[config.mk]
export PLATFORM = sky130hd
export DESIGN_NAME = regfile_wb_queue
export DESIGN_NICKNAME = d
export VERILOG_FILES = /design/src/rtl/regfile_pkg.sv /design/src/rtl/wbq_fifo.sv /design/src/rtl/regfile_wb_queue.sv
export SDC_FILE = /design/constraint.sdc
export NUM_CORES = 1
export LEC_CHECK = 0
export CAP_MARGIN = 15
export CORE_MARGIN = 3
export CORE_UTILIZATION = 30
export CTS_CLUSTER_DIAMETER = 40
export DETAILED_ROUTE_END_ITERATION = 8
export GPL_ROUTABILITY_DRIVEN = 0
export PLACE_DENSITY_LB_ADDON = 0.2
export SETUP_SLACK_MARGIN = 0.2
export SLEW_MARGIN = 30
export SYNTH_ARGS = -nofsm -noshare
export SYNTH_HDL_FRONTEND = slang
export SYNTH_SLANG_ARGS = --single-unit
[constraint.sdc]
create_clock -name clk -period 12.4 [get_ports clk]
set_clock_uncertainty 0.05 [all_clocks]
set_input_delay 3.72 -clock clk [delete_from_list [all_inputs] [get_ports clk]]
set_output_delay 3.72 -clock clk [all_outputs]
set_load 0.02 [all_outputs]
[src/rtl/regfile_pkg.sv]
// rtl/regfile_pkg.sv - shared register-file types and constants
package regfile_pkg;

  localparam int REG_W   = 64;
  localparam int NREG    = 32;
  localparam int RADDR_W = 5;

  localparam logic [RADDR_W-1:0] XZR = 5'd31;

  typedef struct packed {
    logic [RADDR_W-1:0] rd;
    logic [REG_W-1:0]   data;
  } wb_entry_t;

endpackage

[src/rtl/wbq_fifo.sv]
// rtl/wbq_fifo.sv - circular writeback buffer, up to two pushes and one pop per cycle
module wbq_fifo
  import regfile_pkg::*;
#(
  parameter int DEPTH = 4
) (
  input  logic                     clk,
  input  logic                     reset_n,
  input  logic                     push0,
  input  wb_entry_t                din0,
  input  logic                     push1,
  input  wb_entry_t                din1,
  input  logic                     pop,
  output logic [$clog2(DEPTH):0]   count,
  output wb_entry_t                head_entry,
  output wb_entry_t                entries [DEPTH],
  output logic [DEPTH-1:0]         valid
);

  localparam int PW = $clog2(DEPTH);
  localparam int CW = PW + 1;

  wb_entry_t       mem [DEPTH];
  logic [PW-1:0]   head;
  logic [PW-1:0]   tail;

  always_ff @(posedge clk) begin
    if (!reset_n) begin
      head  <= '0;
      tail  <= '0;
      count <= '0;
    end else begin
      tail  <= tail + PW'(push0) + PW'(push1);
      if (pop) head <= head + PW'(1);
      count <= count + CW'(push0) + CW'(push1) - CW'(pop);
    end
  end

  // Storage is not reset; only entries below count are ever observed.
  always_ff @(posedge clk) begin
    if (reset_n) begin
      if (push0) mem[tail] <= din0;
      if (push1) mem[push0 ? tail + PW'(1) : tail] <= din1;
    end
  end

  assign head_entry = mem[head];

  // Age-ordered view: index 0 is the oldest entry, higher indices are newer.
  always_comb begin
    for (int i = 0; i < DEPTH; i++) begin
      entries[i] = mem[head + PW'(i)];
      valid[i]   = (CW'(i) < count);
    end
  end

endmodule

[src/rtl/regfile_wb_queue.sv]
// rtl/regfile_wb_queue.sv - writeback queue draining ALU/MEM results onto the regfile write port
module regfile_wb_queue
  import regfile_pkg::*;
#(
  parameter int DEPTH = 4,
  parameter int WIDTH = 64
) (
  input  logic                 clk,
  input  logic                 reset_n,
  input  logic                 alu_valid,
  input  logic [RADDR_W-1:0]   alu_rd,
  input  logic [WIDTH-1:0]     alu_data,
  output logic                 alu_ready,
  input  logic                 mem_valid,
  input  logic [RADDR_W-1:0]   mem_rd,
  input  logic [WIDTH-1:0]     mem_data,
  output logic                 mem_ready,
  output logic                 RegWrite,
  output logic [RADDR_W-1:0]   WriteRegister,
  output logic [WIDTH-1:0]     WriteData,
  input  logic [RADDR_W-1:0]   fwd_addr1,
  input  logic [RADDR_W-1:0]   fwd_addr2,
  output logic                 fwd_hit1,
  output logic                 fwd_hit2,
  output logic [WIDTH-1:0]     fwd_data1,
  output logic [WIDTH-1:0]     fwd_data2,
  output logic                 empty,
  output logic                 full
);

  localparam int CW = $clog2(DEPTH) + 1;

  logic [CW-1:0]       count;
  logic [CW-1:0]       free;
  logic                alu_acc, mem_acc;
  logic                push0, push1, pop;
  wb_entry_t           din0, din1, head_entry;
  wb_entry_t           entries [DEPTH];
  logic [DEPTH-1:0]    valid;

  // Readiness looks only at the registered count; the pop this cycle is not credited.
  assign free      = CW'(DEPTH) - count;
  assign alu_ready = (free >= CW'(1));
  assign mem_ready = (free >= CW'(2)) || ((free == CW'(1)) && !alu_valid);

  assign alu_acc = alu_valid && alu_ready;
  assign mem_acc = mem_valid && mem_ready;
  assign push0   = alu_acc && (alu_rd != XZR);
  assign push1   = mem_acc && (mem_rd != XZR);
  assign din0    = '{rd: alu_rd, data: REG_W'(alu_data)};
  assign din1    = '{rd: mem_rd, data: REG_W'(mem_data)};
  assign pop     = (count != '0);

  wbq_fifo #(.DEPTH(DEPTH)) u_fifo (
    .clk        (clk),
    .reset_n    (reset_n),
    .push0      (push0),
    .din0       (din0),
    .push1      (push1),
    .din1       (din1),
    .pop        (pop),
    .count      (count),
    .head_entry (head_entry),
    .entries    (entries),
    .valid      (valid)
  );

  always_ff @(posedge clk) begin
    if (!reset_n) begin
      RegWrite      <= 1'b0;
      WriteRegister <= '0;
      WriteData     <= '0;
    end else if (pop) begin
      RegWrite      <= 1'b1;
      WriteRegister <= head_entry.rd;
      WriteData     <= WIDTH'(head_entry.data);
    end else begin
      RegWrite      <= 1'b0;
    end
  end

  assign empty = (count == '0);
  assign full  = (count == CW'(DEPTH));

  logic [RADDR_W-1:0] fa [2];
  logic [1:0]         fh;
  logic [WIDTH-1:0]   fd [2];

  assign fa[0] = fwd_addr1;
  assign fa[1] = fwd_addr2;

  // The output register is the oldest candidate; later queue entries override it.
  always_comb begin
    for (int p = 0; p < 2; p++) begin
      fh[p] = 1'b0;
      fd[p] = '0;
      if (fa[p] != XZR) begin
        if (RegWrite && (WriteRegister == fa[p])) begin
          fh[p] = 1'b1;
          fd[p] = WriteData;
        end
        for (int i = 0; i < DEPTH; i++) begin
          if (valid[i] && (entries[i].rd == fa[p])) begin
            fh[p] = 1'b1;
            fd[p] = WIDTH'(entries[i].data);
          end
        end
      end
    end
  end

  assign fwd_hit1  = fh[0];
  assign fwd_hit2  = fh[1];
  assign fwd_data1 = fd[0];
  assign fwd_data2 = fd[1];

endmodule

[Word level (Yosys, flattened, before mapping)]
Memory sizes are Yosys's and may differ from the RTL's. A register that Yosys moved wholly into a read port is not among the register bits.
Cells that the tools add are included.
Storage, ports and cells
  register bits: 77
  memory bits (writable): 276
  memories: 1
  output and inout port bits: 204
Operators by class
  mux-type cells: 34
  eq/ne operators: 16
  reduce and logical (&&, ||, !) cells: 19
  add/sub/neg operators: 10
  order comparisons: 6
Memory list
  u_fifo.mem: depth 4, width 69, rd ports 4, clocked after Yosys merged registers in 1, write ports 2, RTL line wbq_fifo.sv:23  | wb_entry_t mem [DEPTH];
Operators by type and width (number)
  $mux 64: 12
  $eq 5x5->1: 10
  $ne 5x5->1 const B: 4
  $mux 1: 19
  $logic_and 1x1->1: 15
  $add 3x1->3: 2
  $lt 1x3->1 const A: 2
  $lt 2x3->1 const A: 2
  $mux 2: 3
  $add 2x1->2: 2
  $add 2x1->2 const B: 2
  $add 2x2->2 const B: 2
  $eq 3x1->1 const B: 1
  $eq 3x3->1 const B: 1
  $ge 3x1->1 const B: 1
  $ge 3x2->1 const B: 1
  $logic_not 3->1: 1
  $reduce_bool 3->1: 1
  $sub 3x1->3: 1
  $sub 3x3->3 const A: 1
  $logic_not 1->1: 1
  $logic_or 1x1->1: 1

[Logic depth before layout (Yosys ltp)]
Gate-level depths: netlist of the first run.
  depth in word-level cells: 9
  depth in mapped cells: 14

[Modules after synthesis]
Synthesis of the first run repeated with hierarchy kept, for this count alone.
Second synthesis, totals
  cell total of the unflattened synthesis: 2603
  area, all modules: 29649.7 um2
By module, submodules not included
  wbq_fifo: times used 1, cells an instance 1052, sequential area each 8468.1 um2, area an instance 19238.5 um2
  regfile_wb_queue: times used 1, cells an instance 1551, sequential area each 1401.3 um2, area an instance 10411.2 um2

[Worst setup path after synthesis of the first run]
OpenSTA, ideal clock, no wires.
  path type: in2out
  start point: in fwd_addr2[1]
  end point: out fwd_data2[10]
  stages: 8
  setup slack: 2.851 ns
  arrival: 5.779 ns
  path buffers: 3
  required time: 8.630 ns
  cells stage by stage: clkbuf_1 xnor2_1 or4_4 a211oi_2 buf_4 buf_4 a221oi_1 o31ai_1
Between the ends
  word-level cells in the longest chain between the ends: 8
  elaborated cells between the ends (all ways): 17
Ends and longest elaborated chain
  from (decl): RTL line regfile_wb_queue.sv:22  | input logic [RADDR_W-1:0] fwd_addr2,
  $eq 5x5->1: RTL line regfile_wb_queue.sv:98  | if (RegWrite && (WriteRegister == fa[p])) begin
  $logic_and 1x1->1: RTL line regfile_wb_queue.sv:98
  $mux 64: RTL line regfile_wb_queue.sv:98
  $mux 64 (4 in series): RTL line regfile_wb_queue.sv:103  | if (valid[i] && (entries[i].rd == fa[p])) begin
  $mux 64 *: RTL line regfile_wb_queue.sv:97  | if (fa[p] != XZR) begin
  to (decl): RTL line regfile_wb_queue.sv:26  | output logic [WIDTH-1:0] fwd_data2,
Mark *: on every way between the ends. The rest lies on a longest branch, timed or not.

[Final worst setup path of the first run]
  start point: in fwd_addr2[0]
  end point: out fwd_data2[23]
The elaborated chain is that of the path after synthesis.

==> results of run 1 <==
[state kept, by name (all words and copies together), names as in the netlist, named ones only]
signal,count
RegWrite,1
WriteData,64
WriteRegister,5
u_fifo.count,3
u_fifo.head,2
u_fifo.mem,276
u_fifo.tail,2
[power by group through the flow]
stage | combinational (mW) | sequential [mW] | clock (mW)
after floorplan | 2.95 | 2.00 | 0
after global placement | 4.37 | 2.07 | 0
after detailed placement | 4.45 | 2.09 | 0
after CTS | 4.47 | 2.07 | 2.19
after global routing | 4.83 | 2.10 | 2.25
final | 4.53 | 2.05 | 2.15
[per-layer routing]
metal,global-route usage,routed length (um),vias up
met5,0,80,-
met4,0.106,4540,10
met3,0.0517,9720,294
met2,0.381,55700,1405
met1,0.289,46400,12400
li1,-,-,10500
[area by class of cell]
class	instances	area (um^2)	area share
sequential	355	9880	0.280
multi-input combinational	1826	16900	0.477
clock buffer	96	2120	0.0602
timing repair buffer	411	4190	0.119
antenna	14	35.0	0.000992
inverter	11	42.5	0.00120
tap	1243	1560	0.0440
clock inverter	57	624	0.0177
[tightest hold or removal path, delay by kind of cell (launching register included)]
kind               cells  cell delay [ns]
AOI/OAI and AO/OA      1             0.06
DFF                    1             0.33
and+or+nand+nor        1             0.07
[kinds of logic after synthesis]
| group | synth area share |
|---|---|
| simple gates | 0.0745 |
| compound gates | 0.218 |
| xor+xnor | 0.0175 |
| buf+inv | 0.0540 |
| mux | 0.278 |
| fa+ha+maj | 0.00749 |
| flops | 0.351 |
[synthesized netlist by cell type, types with 51 or more instances]
library cell	instances	share of area
a211o_1	63	0.020
a211oi_1	63	0.017
a21boi_0	69	0.018
a21oi_1	131	0.023
a221oi_1	78	0.024
a32oi_1	128	0.040
buf_2	86	0.015
clkbuf_1	108	0.014
dfxtp_1	79	0.056
edfxtp_1	276	0.30
mux2_2	276	0.11
mux2i_1	136	0.048
mux4_2	147	0.12
nand2_1	279	0.037
nor2_1	70	0.0094
nor2b_1	67	0.015
o31ai_1	78	0.021
o31ai_2	51	0.023
[how the worst min path moves through the flow]
stage | from | endpoint | cells after the start
after floorplan | WriteData[62]$_SDFFE_PN0N_ | WriteData[62]$_SDFFE_PN0N_ | 2
final | WriteData[15]$_SDFFE_PN0N_ | WriteData[15]$_SDFFE_PN0N_ | 2
after global routing | WriteData[27]$_SDFFE_PN0N_ | WriteData[27]$_SDFFE_PN0N_ | 2
after global placement | WriteData[63]$_SDFFE_PN0N_ | WriteData[63]$_SDFFE_PN0N_ | 2
after detailed placement | WriteData[15]$_SDFFE_PN0N_ | WriteData[15]$_SDFFE_PN0N_ | 2
after CTS | WriteData[15]$_SDFFE_PN0N_ | WriteData[15]$_SDFFE_PN0N_ | 2
[placed cells by master (no fill, tap or decap), drive strengths merged, types with 4 or more instances in the layout]
master / synthesis / layout
clkdlybuf4s50: 0 / 354
nand2: 279 / 279
mux2: 276 / 276
edfxtp: 276 / 276
mux4: 147 / 147
mux2i: 137 / 137
a21oi: 132 / 132
o31ai: 129 / 129
a32oi: 128 / 128
a221oi: 128 / 128
clkbuf: 108 / 96
dfxtp: 79 / 79
nor2: 71 / 71
a21boi: 69 / 69
nor2b: 67 / 67
a211oi: 64 / 64
a211o: 63 / 63
buf: 167 / 57
xnor2: 34 / 34
clkinv: 0 / 30
xor2: 22 / 22
inv: 11 / 22
diode: 0 / 14
ha: 12 / 12
nand3: 10 / 10
clkinvlp: 0 / 9
bufinv: 0 / 7
nor3: 7 / 7
and2: 7 / 7
and3: 6 / 6
nor4: 6 / 6
nand4: 5 / 5
nor3b: 4 / 4
==> impl_metrics.py, run 1 <==
metrics = {
    "die": {
        "io_pins": 356,
        "core_um2": 92200,
        "die_h_um": 312,
        "fp-row-count": 111,
        "start_util": 0.305,
        "die-area_um2": 97300,
        "die_w_um": 312,
    },
    "timing": {
        "fin_ws_ns": 0.832,
        "setup_viol": 0,
        "drv_slew": 0,
        "worst_pin_slew_ns": 0.985,
        "period_share": 0.933,
        "post-route-min-period_ns": 11.57,
        "fmax_mhz": 86.4,
        "whs_ns": 0.465,
        "rsz0062_at_grt": "no",
        "hold_viol_final": 0,
        "fin_tns_setup_ns": 0,
        "slew_headroom": 0.343,
    },
    "cts": {
        "cts_resized": 0,
        "cts_tree": "built",
        "cts_root_buf": "clkbuf_16",
        "numCtsBuffers": 82,
        "postCtsSetupRepairBufs": 0,
        "h-tree-depth": 3,
        "cts_hold_buf": 0,
        "clk_latency_ns": 0.63,
        "cts.sinks": 355,
        "clk_pin_slew_ns": 0.04,
        "cts_max_path_buffers": 3,
    },
    "final_layout": {
        "area_growth_pct": 25.8,
        "fin_nets": 2854,
        "layout.cells.non_filler": 4013,
        "fin_area_um2": 35300,
        "drive_above_1_share": 0.272,
        "fillers": 8863,
        "final_util": 0.383,
    },
    "setup_path": {
        "timing.rr.end": "u_fifo.mem[0][4]$_DFFE_PP_",
        "critPathRequiredTime_ns": 8.63,
        "crit_top_cell": "clkdlybuf4s50_1",
        "reg2reg_depth": 11,
        "cp_cell_sequence": "clkdlybuf4s50_1 > xor2_1 > nor4_1 > and2_4 > buf_4 > a221oi_1 > o31ai_1 > clkdlybuf4s50_1",
        "cp_max_fo": 34,
        "r2r_setup_slack_ns": 7.75,
        "cp_slowest_cell": "clkdlybuf4s50_1",
        "critical_path_class": "input pin to primary output",
        "cp-start-kind": "input pin",
        "crit_start": "fwd_addr2[0]",
        "arrival_ns": 7.80,
        "endpoint_kind": "primary output",
        "crit-reg2reg-launch": "u_fifo.count[0]$_SDFF_PN0_",
        "cp.depth": 8,
        "crit_path_end": "fwd_data2[23]",
        "path_delay_family": "buffers and inverters",
        "max_stage_delay_ns": 0.72,
        "critPathBufInv": 3,
    },
    "placement": {
        "io_buffers": 355,
        "dp_cells": 3843,
        "place_ws_ns": 0.954,
        "hpwl_um": 70900,
        "dpl_cell_area_um2": 32400,
    },
    "power_and_ir_drop": {
        "powerDensity_nw_per_um2": 247,
        "p_int_mw": 4.92,
        "switching_share": 0.437,
        "switchingPower_mw": 3.82,
        "cellLeakagePower_nw": 11.1,
        "finalPower_mw": 8.74,
        "p_clk_frac": 0.246,
        "comb_power_share": 0.519,
        "pwr-share-seq": 0.235,
        "ir_worst_vdd_v": 0.000138,
    },
    "logic_synthesis": {
        "syn_nets": 2634,
        "syn_inst": 2467,
        "ys_ff_latch": 355,
        "ys.flop_type": "edfxtp_1",
        "synth_warnings": 0,
        "async_flop_share": 0,
        "syn_area_um2": 28100,
        "synth_area_per_cell_um2": 11.4,
        "seq_area_frac_synth": 0.351,
        "synth_edf_count": 276,
        "ys_types": 61,
    },
    "grt": {
        "grt_pass1_wl_um": 170000,
        "grt_pass1_vias": 24900,
        "grt_usage": 0.231,
        "grt_start_max_net_pins": 185,
        "grt_overflow": 0,
        "antenna_found_initial": 20,
    },
    "route": {
        "wire_per_inst_um": 29.0,
        "route.vias.total": 24600,
        "drt_iter0_markers": 2487,
        "first_pass_iters": 6,
        "wl_um": 116000,
        "via_per_inst": 6.12,
        "postRouteAntennaNets": 0,
        "route.detailed.drc": 0,
    },
    "flow_run": {
        "maxCapViolCount": 0,
    },
    "run_status": {
        "status": "finished clean",
    },
    "hold_path": {
        "min_path_type": "register to register",
    },
}
Note: power is estimated with default switching activity, not from simulation.
==> run 2, diff against run 1 <==
--- a/config.mk
+++ b/config.mk
@@ -13,6 +13,7 @@
 export GPL_ROUTABILITY_DRIVEN = 0
 export PLACE_DENSITY_LB_ADDON = 0.2
 export SETUP_SLACK_MARGIN = 0.2
+export SKIP_CTS_REPAIR_TIMING = 1
 export SLEW_MARGIN = 30
 export SYNTH_ARGS = -nofsm -noshare
 export SYNTH_HDL_FRONTEND = slang
==> results of run 2 <==
Same layout as run 1: the final DEF is identical, and so are final timing and power.
==> run 3, diff against run 2 <==
--- a/config.mk
+++ b/config.mk
@@ -6,12 +6,12 @@
 export NUM_CORES = 1
 export LEC_CHECK = 0
 export CAP_MARGIN = 15
-export CORE_MARGIN = 3
+export CORE_MARGIN = 5
 export CORE_UTILIZATION = 30
 export CTS_CLUSTER_DIAMETER = 40
 export DETAILED_ROUTE_END_ITERATION = 8
 export GPL_ROUTABILITY_DRIVEN = 0
-export PLACE_DENSITY_LB_ADDON = 0.2
+export PLACE_DENSITY_LB_ADDON = 0.08
 export SETUP_SLACK_MARGIN = 0.2
 export SKIP_CTS_REPAIR_TIMING = 1
 export SLEW_MARGIN = 30
==> impl_metrics.py, run 3 (synthesized netlist as in run 1, its figures left out) <==
metrics = {
    "run_status": {
        "status": "finished clean",
    },
    "placement": {
        "io_buffers": 355,
        "dpl_cell_area_um2": 32600,
        "hpwl_um": 74800,
    },
    "setup_path": {
        "path_delay_family": "buffers and inverters",
        "critPathBufInv": 2,
        "cp_max_fo": 43,
        "critPathRequiredTime_ns": 8.63,
        "endpoint_kind": "primary output",
        "crit_top_cell": "clkdlybuf4s50_1",
        "cp_slowest_cell": "and2_4",
        "cp_cell_sequence": "clkdlybuf4s50_1 > xor2_1 > nor4_1 > and2_4 > a221oi_1 > o31ai_1 > clkdlybuf4s50_1",
        "max_stage_delay_ns": 0.85,
        "arrival_ns": 7.76,
        "cp-start-kind": "input pin",
        "critical_path_class": "input pin to primary output",
    },
    "final_layout": {
        "fin_nets": 2868,
        "largest_register_ffs": 276,
        "fin_area_um2": 35900,
        "area_growth_pct": 27.7,
        "layout_common_cells": "clkdlybuf4s50_1, nand2_1, mux2_2, edfxtp_1, mux4_2",
        "final_util": 0.385,
        "largest-register": "u_fifo.mem",
        "top_regs": "u_fifo.mem: 276 flops, WriteData: 64 flops, WriteRegister: 5 flops",
        "drive_above_1_share": 0.279,
        "fillers": 8941,
        "final_common_cell": "clkdlybuf4s50_1",
    },
    "route": {
        "postRouteAntennaNets": 0,
        "wire_per_inst_um": 31.4,
        "route.vias.total": 24500,
        "route.detailed.drc": 0,
        "drt_iter0_markers": 2425,
        "wl_um": 127000,
        "via_per_inst": 6.06,
        "first_pass_iters": 5,
    },
    "timing": {
        "slew_headroom": 0.326,
        "fin_tns_setup_ns": 0,
        "worst_pin_slew_ns": 1.01,
        "drv_slew": 0,
        "rsz0062_at_grt": "no",
        "fmax_mhz": 86.7,
        "whs_ns": 0.473,
        "period_share": 0.930,
        "post-route-min-period_ns": 11.53,
        "hold_viol_final": 0,
        "setup_viol": 0,
    },
    "grt": {
        "grt_pass1_vias": 24800,
        "grt_usage": 0.245,
        "grt_pass1_wl_um": 181000,
        "grt_start_max_net_pins": 168,
        "antenna_found_initial": 14,
        "grt_overflow": 0,
    },
    "power_and_ir_drop": {
        "ir_worst_vdd_v": 0.000171,
        "powerDensity_nw_per_um2": 257,
        "cellLeakagePower_nw": 11.4,
    },
    "die": {
        "fp-row-count": 112,
        "die_w_um": 316,
        "start_util": 0.302,
        "core_um2": 93000,
        "die-area_um2": 99800,
        "io_pins": 356,
        "die_h_um": 316,
    },
    "flow_run": {
        "maxCapViolCount": 0,
    },
    "cts": {
        "clk_latency_ns": 0.63,
        "cts_max_path_buffers": 3,
        "cts_tree": "built",
        "numCtsBuffers": 90,
        "clk_pin_slew_ns": 0.04,
        "cts.sinks": 355,
        "h-tree-depth": 3,
        "cts_root_buf": "clkbuf_16",
    },
    "hold_path": {
        "min_path_type": "register to register",
    },
}
## run 3: worst reg2reg max path: stages, from the launching register on
cell	delay, ns
dfxtp_1	0.38
inv_1	0.14
ha_1	0.26
ha_4	0.28
or4b_1	0.51
o211a_1	0.36
inv_1	0.23
nor3_1	0.07
o211ai_1	0.32
buf_4	0.65
buf_4	0.79
mux2_2	0.47
## run 3: final timing paths
check                             start                          end  slack [ns]  cells past startpoint
max                        fwd_addr2[0]                 fwd_data2[0]        0.87                      7
min          WriteData[21]$_SDFFE_PN0N_   WriteData[21]$_SDFFE_PN0N_        0.47                      2
max reg2reg  u_fifo.count[1]$_SDFF_PN0_  u_fifo.mem[1][29]$_DFFE_PP_        7.62                     11
min reg2reg  WriteData[21]$_SDFFE_PN0N_   WriteData[21]$_SDFFE_PN0N_        0.47                      2
## run 3: through the flow
| step | setup slack [ns] | power, mW | std cells |
|---|---|---|---|
| finish | 0.870 | 9.21 | 4040 |
| floorplan | 2.85 | 4.95 | 2467 |
| CTS | 0.963 | 9.24 | 4029 |
| global route | 0.787 | 9.63 | 4037 |
| global placement | 1.05 | 6.63 | 3861 |
| detailed placement | 0.966 | 6.66 | 3862 |
## run 3: cell type report
cell class              instances  area [um^2]  share of cell area
repair buffers                417         4240               0.118
clock buffers                 103         2440              0.0680
multi-input cells            1826        16900               0.470
inverters                      11         42.5             0.00119
diodes                         10         25.0            0.000698
flip-flops and latches        355         9880               0.276
well taps                    1254         1570              0.0437
clock inverters                64          805              0.0224
## run 3: layer usage
metal,global-route usage,routed length (um),vias to the layer above
met2,0.410,60800,1218
met4,0.0884,4050,2
met1,0.314,52400,12500
li1,-,-,10500
met5,0,13,-
met3,0.0497,9490,271
## run 3: report_power, final
part	switching [mW]	internal [mW]
sequential	0.412	1.66
combinational	2.76	1.85
clock	0.776	1.75
